==> src/rtl/column_drop_allocator.sv <==
// Connect-4 drop engine: keeps a fill counter per column, turns a column strobe into a
// cell index, offers it over valid/ready and tracks turn, column and board fill state.
module column_drop_allocator #(
    parameter int COLS  = 4,
    parameter int ROWS  = 4,
    parameter int POS_W = 5,
    parameter int COL_W = $clog2(COLS),
    parameter int ROW_W = $clog2(ROWS + 1)
) (
    input  logic             clk,
    input  logic             rst_n,
    input  logic             enable,
    input  logic             clear,
    input  logic [COLS-1:0]  selected_column,
    input  logic             sel_valid,
    input  logic             pos_ready,
    output logic             pos_valid,
    output logic [POS_W-1:0] column_position,
    output logic [COL_W-1:0] c_register,
    output logic             player,
    output logic [COLS-1:0]  col_full,
    output logic             board_full,
    output logic             reject,
    output logic             busy
);

    localparam logic [1:0] IDLE  = 2'd0;
    localparam logic [1:0] OFFER = 2'd1;
    localparam logic [1:0] DONE  = 2'd2;

    logic [1:0]       state;
    logic [ROW_W-1:0] count [COLS];

    logic [COLS-1:0]  sel_n;
    logic [COL_W-1:0] sel_col;
    logic             sel_one;
    logic             legal;
    logic             handshake;
    logic [ROW_W-1:0] count_inc;
    logic [COLS-1:0]  full_after;

    // Handshake: a position transfers on any rising edge where pos_valid and pos_ready
    // are both high; once raised, pos_valid and its payload hold until that edge.
    always_comb begin
        sel_n   = ~selected_column;
        sel_col = '0;
        for (int i = 0; i < COLS; i++) begin
            if (sel_n[i]) sel_col = COL_W'(i);
        end
        sel_one    = ($countones(sel_n) == 1);
        legal      = sel_one && !enable && !col_full[sel_col];
        handshake  = (state == OFFER) && pos_valid && pos_ready;
        count_inc  = count[c_register] + ROW_W'(1);
        full_after = col_full;
        full_after[c_register] = (count_inc == ROW_W'(ROWS));
    end

    assign busy = (state != IDLE);

    always_ff @(posedge clk or negedge rst_n) begin
        if (!rst_n) begin
            state           <= IDLE;
            for (int i = 0; i < COLS; i++) count[i] <= '0;
            pos_valid       <= 1'b0;
            column_position <= '1;
            c_register      <= '0;
            player          <= 1'b0;
            col_full        <= '0;
            board_full      <= 1'b0;
            reject          <= 1'b0;
        end else begin
            reject <= 1'b0;
            if (clear) begin
                // A clear wins over any handshake or selection in the same cycle.
                state           <= IDLE;
                for (int i = 0; i < COLS; i++) count[i] <= '0;
                pos_valid       <= 1'b0;
                column_position <= '1;
                player          <= 1'b0;
                col_full        <= '0;
                board_full      <= 1'b0;
            end else begin
                case (state)
                    IDLE: begin
                        if (sel_valid) begin
                            if (legal) begin
                                state           <= OFFER;
                                pos_valid       <= 1'b1;
                                column_position <= POS_W'(count[sel_col]) * POS_W'(COLS)
                                                   + POS_W'(sel_col);
                                c_register      <= sel_col;
                            end else begin
                                reject <= 1'b1;
                            end
                        end
                    end
                    OFFER: begin
                        if (sel_valid) reject <= 1'b1;
                        if (handshake) begin
                            count[c_register] <= count_inc;
                            player            <= ~player;
                            pos_valid         <= 1'b0;
                            column_position   <= '1;
                            col_full          <= full_after;
                            board_full        <= &full_after;
                            state             <= (&full_after) ? DONE : IDLE;
                        end
                    end
                    DONE: begin
                        if (sel_valid) reject <= 1'b1;
                    end
                    default: state <= IDLE;
                endcase
            end
        end
    end

endmodule

==> config.mk <==
export PLATFORM = sky130hd
export DESIGN_NAME = column_drop_allocator
export DESIGN_NICKNAME = d
export VERILOG_FILES = /design/src/rtl/column_drop_allocator.sv
export SDC_FILE = /design/constraint.sdc
export NUM_CORES = 1
export LEC_CHECK = 0
export CAP_MARGIN = 5
export CORE_MARGIN = 2
export CORE_UTILIZATION = 54
export DETAILED_ROUTE_END_ITERATION = 7
export PLACE_DENSITY = 0.84
export RECOVER_POWER = 50
export SYNTH_ARGS = -nofsm -noshare
export SYNTH_HDL_FRONTEND = slang
export SYNTH_SLANG_ARGS = --single-unit
==> constraint.sdc <==
create_clock -name clk -period 2.76 [get_ports clk]
set_input_delay 0.552 -clock clk [delete_from_list [all_inputs] [get_ports clk]]
set_output_delay 0.552 -clock clk [all_outputs]
set_load 0.01 [all_outputs]
After elaboration in Yosys (flattened, before gate mapping) --
Index checks and enable logic that the tools add are counted.
Word-level totals: flip-flop bits (word level) 29, input bits 10, output and inout bits 16, word-level logic and storage cells 105
Operators by class: add/sub/neg operators 5, order comparisons 6, eq/ne operators 8, multiplexer cells 50, bitwise operators 5, reduce and logical (&&, ||, !) cells 19
Operators with widths (number):
- $mux 12 | 3
- $mux 5 | 4
- $mux 1 | 17
- $reduce_and 4->1 | 4
- $mux 3 | 5
- $mux 2 | 7
- $bmux 3 s2 | 2
- $bwmux 12 | 1
- $mux 4 | 3
- $pmux 5 s2 | 1
- $ne 3x3->1 const B | 3
- $demux 3 s2 | 1
- $ge 3x3->1 const B | 2
- $logic_and 1x1->1 | 6
- $lt 2x3->1 const B | 2
- $not 2->3 | 2
- $pmux 2 s3 | 1
- $reduce_bool 2->1 | 3
- $add 5x2->5 | 1
- $add 1x1->2 | 2
- $bwmux 4 | 1
- $not 4->4 | 1
- $pmux 1 s2 | 2
- $add 2x2->3 | 1
- other kinds (16) | 18

Longest topological paths before layout --
word-level depth 13, depth in mapped cells 8, depth with buffers taken out 8

Least setup slack after synthesis --
No wires, ideal clock.
path type input to register, from input port selected_column[0], to register state[1], data arrival time 2.639 ns, data required time 2.635 ns, setup slack -0.003 ns, stages 8, path buffers 0, path through fa_1 inv_1 ha_1 ha_1 nor4b_4 nand2_1 o41ai_1 mux2_2
On the way: cells in the longest elaborated chain, start to end 8
RTL lines:
- start, declared | line 14 | input logic [COLS-1:0] selected_column,
- $not 4->4 | line 45 | sel_n = ~selected_column;
- $add 1x1->2 (implied by the code) | line 50 | sel_one = ($countones(sel_n) == 1);
- $add 2x2->3 (implied by the code) | line 50
- $eq 3x1->1 | line 50
- $logic_and 1x1->1 (2 in a row) | line 51 | legal = sel_one && !enable && !col_full[sel_col];
- $ne 3x3->1 (no source line)
- $reduce_and 4->1 (no source line)
- end signal, assigned | line 106 | state <= (&full_after) ? DONE : IDLE;
- end, declared | line 31 | logic [1:0] state;
Every way passes these cells. A chain may end at the register's enable or synchronous reset.

Final worst setup path --
from register c_register[0], to register state[1]
On the way: cells in the longest elaborated chain, start to end 12
RTL lines:
- start, declared | line 19 | output logic [COL_W-1:0] c_register,
- start signal, assigned | line 91 | c_register <= sel_col;
- $not 2->3 (implied by the code) | line 53 | count_inc = count[c_register] + ROW_W'(1);
- $bmux 3 s2 | line 53
- $mux 3 (implied by the code) (2 in a row) | line 53
- $add 3x1->3 | line 53
- $eq 3x3->1 | line 55 | full_after[c_register] = (count_inc == ROW_W'(ROWS));
- $bwmux 4 * | line 55
- $reduce_and 4->1 * | line 106
- $mux 2 * | line 106
- $mux 2 * | line 99 | if (handshake) begin
- $pmux 2 s3 * | line 83 | case (state)
- $mux 2 * | line 73 | if (clear) begin
Mark *: on every way between the ends. The rest lies on a longest branch, timed or not. The select of a mux whose other input is x is not followed.

==> metrics.log <==
INFO  metric outcome = finished with violations
INFO  metric violations_in_the_final_reports = max-capacitance violations, max-slew violations
INFO  metric syn_std_cell_area = 0.001785 mm2
INFO  metric period_minus_slack = 2589 ps
INFO  metric setup_tns = 0 ps
INFO  metric dr.first_iter.drc_count = 108
INFO  metric global_route.overflow_total = 0
INFO  metric register_area = 732.0 um2
INFO  metric critical_path.cell_chain = mux4_2, ha_1, ha_1, mux2_2, nand4_1, a2111oi_0, mux2_2
INFO  metric dr_total_vias = 1,481
INFO  metric route.antenna.remaining_nets = 0
INFO  metric postSynth.asyncResetShare = 1.000
INFO  metric hold_slack = 475.2 ps
INFO  metric dr.pass1.iters = 4
INFO  metric ioPinCount = 26
INFO  metric grt_start_max_net_pins = 30
INFO  metric layout_commonest_cell = dfrtp_1
INFO  metric ys_seq_elements = 29
INFO  metric start_util = 0.5754
INFO  metric cp_data_required_time = 2990 ps
INFO  metric fin_util = 0.7250
INFO  metric placedInstanceArea = 0.002117 mm2
INFO  metric power.internal = 0.8526 mW
INFO  metric numClockSinks = 29
INFO  metric worst_skew_pair.late_latency = 350 ps
INFO  metric grt_use_total = 0.2584
INFO  metric postSynthCellCount = 172
INFO  metric timing_worst_slew_pin_value = 1589 ps
INFO  metric nNetsFinal = 228
INFO  metric fp-row-count = 20
INFO  metric cp_slowest_stage_delay = 640 ps
INFO  metric end_kind = flop
INFO  metric numPortBuffers = 25
INFO  metric number_of_synthesis_warnings = 0
INFO  metric clock_skew = 15.47 ps
INFO  metric met3_demand_to_capacity_share_in_global_routing = 0.07143
INFO  metric final_area = 0.002250 mm2
INFO  metric tritoncts = done
INFO  metric top_usage_layer = met2
INFO  metric synth_enable_flop_cells = 0
INFO  metric synth_sequential_area_ratio = 0.4100
INFO  metric critical_path_arrival = 2820 ps
INFO  metric synth.avg_cell_area = 10.38 um2
INFO  metric power.density_cell_area = 566.9 mW/mm2
INFO  metric die-width = 61.50 um
INFO  metric routabilityCongestion = 0.9122
INFO  metric hold_class = reg2reg
INFO  metric count_of_distinct_cell_types_in_the_synthesized_netlist = 47
INFO  metric cts_buffers = 5
INFO  metric timing.max_cap.violations = 1
INFO  metric p_comb_frac = 0.299
INFO  metric hpwl = 3.045 mm
INFO  metric setup.worst_path.start_class = flop
INFO  metric final-hold-violation-count = 0
INFO  metric grt_pass1_wl = 6.934 mm
INFO  metric drt-wirelength-per-cell = 17.02 um
INFO  metric seq_power_share = 0.425
INFO  metric finalCritPeriodShare = 0.9382
INFO  metric viasPerCell = 5.854
INFO  metric grt_met1_usage = 0.3655
INFO  metric count_of_final_max_slew_check_failures = 30
INFO  metric fin_total_pwr = 1.275 mW
INFO  metric grt_setup_unrepaired = no
INFO  metric drc = 0
INFO  metric grt_pass1_vias = 1,425
INFO  metric multi_input_area = 978.4 um2
INFO  metric met2_usage = 0.3789
INFO  metric wirelength = 4.305 mm
INFO  metric cts_htree_levels = 2
INFO  metric top_library_cells_by_usage_in_the_layout_fill_and_taps_aside = dfrtp_1 (24), inv_1 (19), nor2_1 (19)
INFO  metric clkTransAtPathRegs = 110 ps
INFO  metric drive_above_1_share = 0.2057
INFO  metric clock.fmax = 386.2 MHz
INFO  metric switching_share = 0.3315
INFO  metric cts_hold_repair.buffers = 0
INFO  metric area_delta_synth_final = 26.00%
INFO  metric clock_tree.buffer_depth = 2
INFO  metric inserted_diodes = 0
INFO  metric switching_power = 0.4227 mW
INFO  metric setup-violations-final = 0
INFO  metric top_cell_family_by_delay_on_the_critical_path = multiplexers
INFO  metric core = 0.003103 mm2
INFO  metric synth_top_flop_cell = dfrtp_1
INFO  metric critical_path_peak_fanout = 9
INFO  metric max-slew-margin-rel = -0.05931
INFO  metric design.die.area = 0.003782 mm2
INFO  metric pwr-share-clk = 0.276
INFO  metric die_h = 61.50 um
INFO  metric num-fill-cells = 245
INFO  metric critical_path.n_buffers_inverters = 0
INFO  metric setup.worst_path.class = reg2reg
INFO  metric clock-root-buffer = clkbuf_4
INFO  metric cellLeakagePower = 1.016 nW
INFO  metric antenna_found_initial = 0
INFO  metric worst_path_max_delay_cell = dfrtp_1
INFO  metric synth.net_count = 192
INFO  metric max-vdd-ir-drop = 0.3307 mV
[through the flow]
stage / std cells / setup slack [ps]
2_1_floorplan: 172 / 21.03
3_3_place_gp: 242 / -499.2
3_5_place_dp: 242 / -545.2
4_1_cts: 252 / 6.255
5_1_grt: 253 / 8.640
6_report: 253 / 170.5
[final timing paths]
| check | startpoint | to | slack, ps | cells past startpoint |
|---|---|---|---|---|
| worst min register to register | column_position[0]$_DFFE_PN1P_ | column_position[0]$_DFFE_PN1P_ | 480 | 2 |
| max in group asynchronous | rst_n | count[7]$_DFFE_PN0P_ | 710 | 2 |
| worst max-delay path | c_register[0]$_DFFE_PN0P_ | state[1]$_DFFE_PN0P_ | 170 | 7 |
| worst max register to register | c_register[0]$_DFFE_PN0P_ | state[1]$_DFFE_PN0P_ | 170 | 7 |
| worst min-delay path | column_position[0]$_DFFE_PN1P_ | column_position[0]$_DFFE_PN1P_ | 480 | 2 |
| min in group asynchronous | rst_n | c_register[0]$_DFFE_PN0P_ | 1120 | 2 |
[worst min-delay path, stage by stage (launching register included)]
cell	delay, ps
dfstp_2	380
inv_1	50
a32oi_1	50
[metal layers]
layer	part of all wire	wire (um)
met4	0.013	57
met2	0.46	1969
met3	0.079	341
met1	0.45	1937
met5	0	0
[flip-flops by register name (all words and copies together) (netlist names)]
signal           flops
board_full           1
c_register           2
col_full             4
column_position      5
count               12
player               1
pos_valid            1
reject               1
state                2
[area by class of cell]
class | instances | area share
repair buffers | 36 | 0.1496
clock buffers | 6 | 0.01835
flip-flops and latches | 29 | 0.3254
clock inverters | 2 | 0.01557
inverters | 19 | 0.03170
well taps | 44 | 0.02447
multi-input cells | 117 | 0.4349
[Yosys cell counts, types with 2 or more instances]
cell	n	area (um2)
a21oi_1	8	40.04
nor3_2	4	40.04
dfrtp_1	24	600.6
nand2_1	4	15.01
xnor2_1	4	35.03
mux2_2	2	22.52
nor2_1	19	71.32
mux2i_1	14	140.1
ha_1	9	112.6
o21ai_0	7	35.03
a2111oi_0	2	17.52
a21o_1	2	15.01
nand3_1	4	20.02
a211oi_1	4	30.03
a211o_1	2	17.52
mux4_2	3	67.56
nor3_1	2	10.01
a32oi_1	5	43.79
dfstp_2	5	131.4
inv_1	19	71.32
buf_2	3	15.01
[cells by family (layout without fill, tap and decap cells)]
logic type,Yosys count,count (layout),share of synthesized area
compound gates,44,44,0.1780
fa+ha+maj,10,10,0.07428
buf+inv,26,63,0.06306
xor+xnor,4,4,0.01962
flops,29,29,0.4100
mux,20,20,0.1366
simple gates,39,39,0.1184
[timing repair]
item	CTS	global route
resized for setup	4	4
endpoints found under the setup margin	7	11
buffers inserted	2	1
pin swaps	6	6
[power groups by stage]
| stage | registers [mW] | clock network [mW] | logic [mW] |
|---|---|---|---|
| finish | 0.542 | 0.352 | 0.382 |
| global route | 0.552 | 0.378 | 0.415 |
| CTS | 0.541 | 0.361 | 0.377 |
| detailed placement | 0.549 | 0 | 0.364 |
| global placement | 0.546 | 0 | 0.357 |
| floorplan | 0.525 | 0 | 0.234 |
No activity file was read; power rests on OpenSTA's default activity.
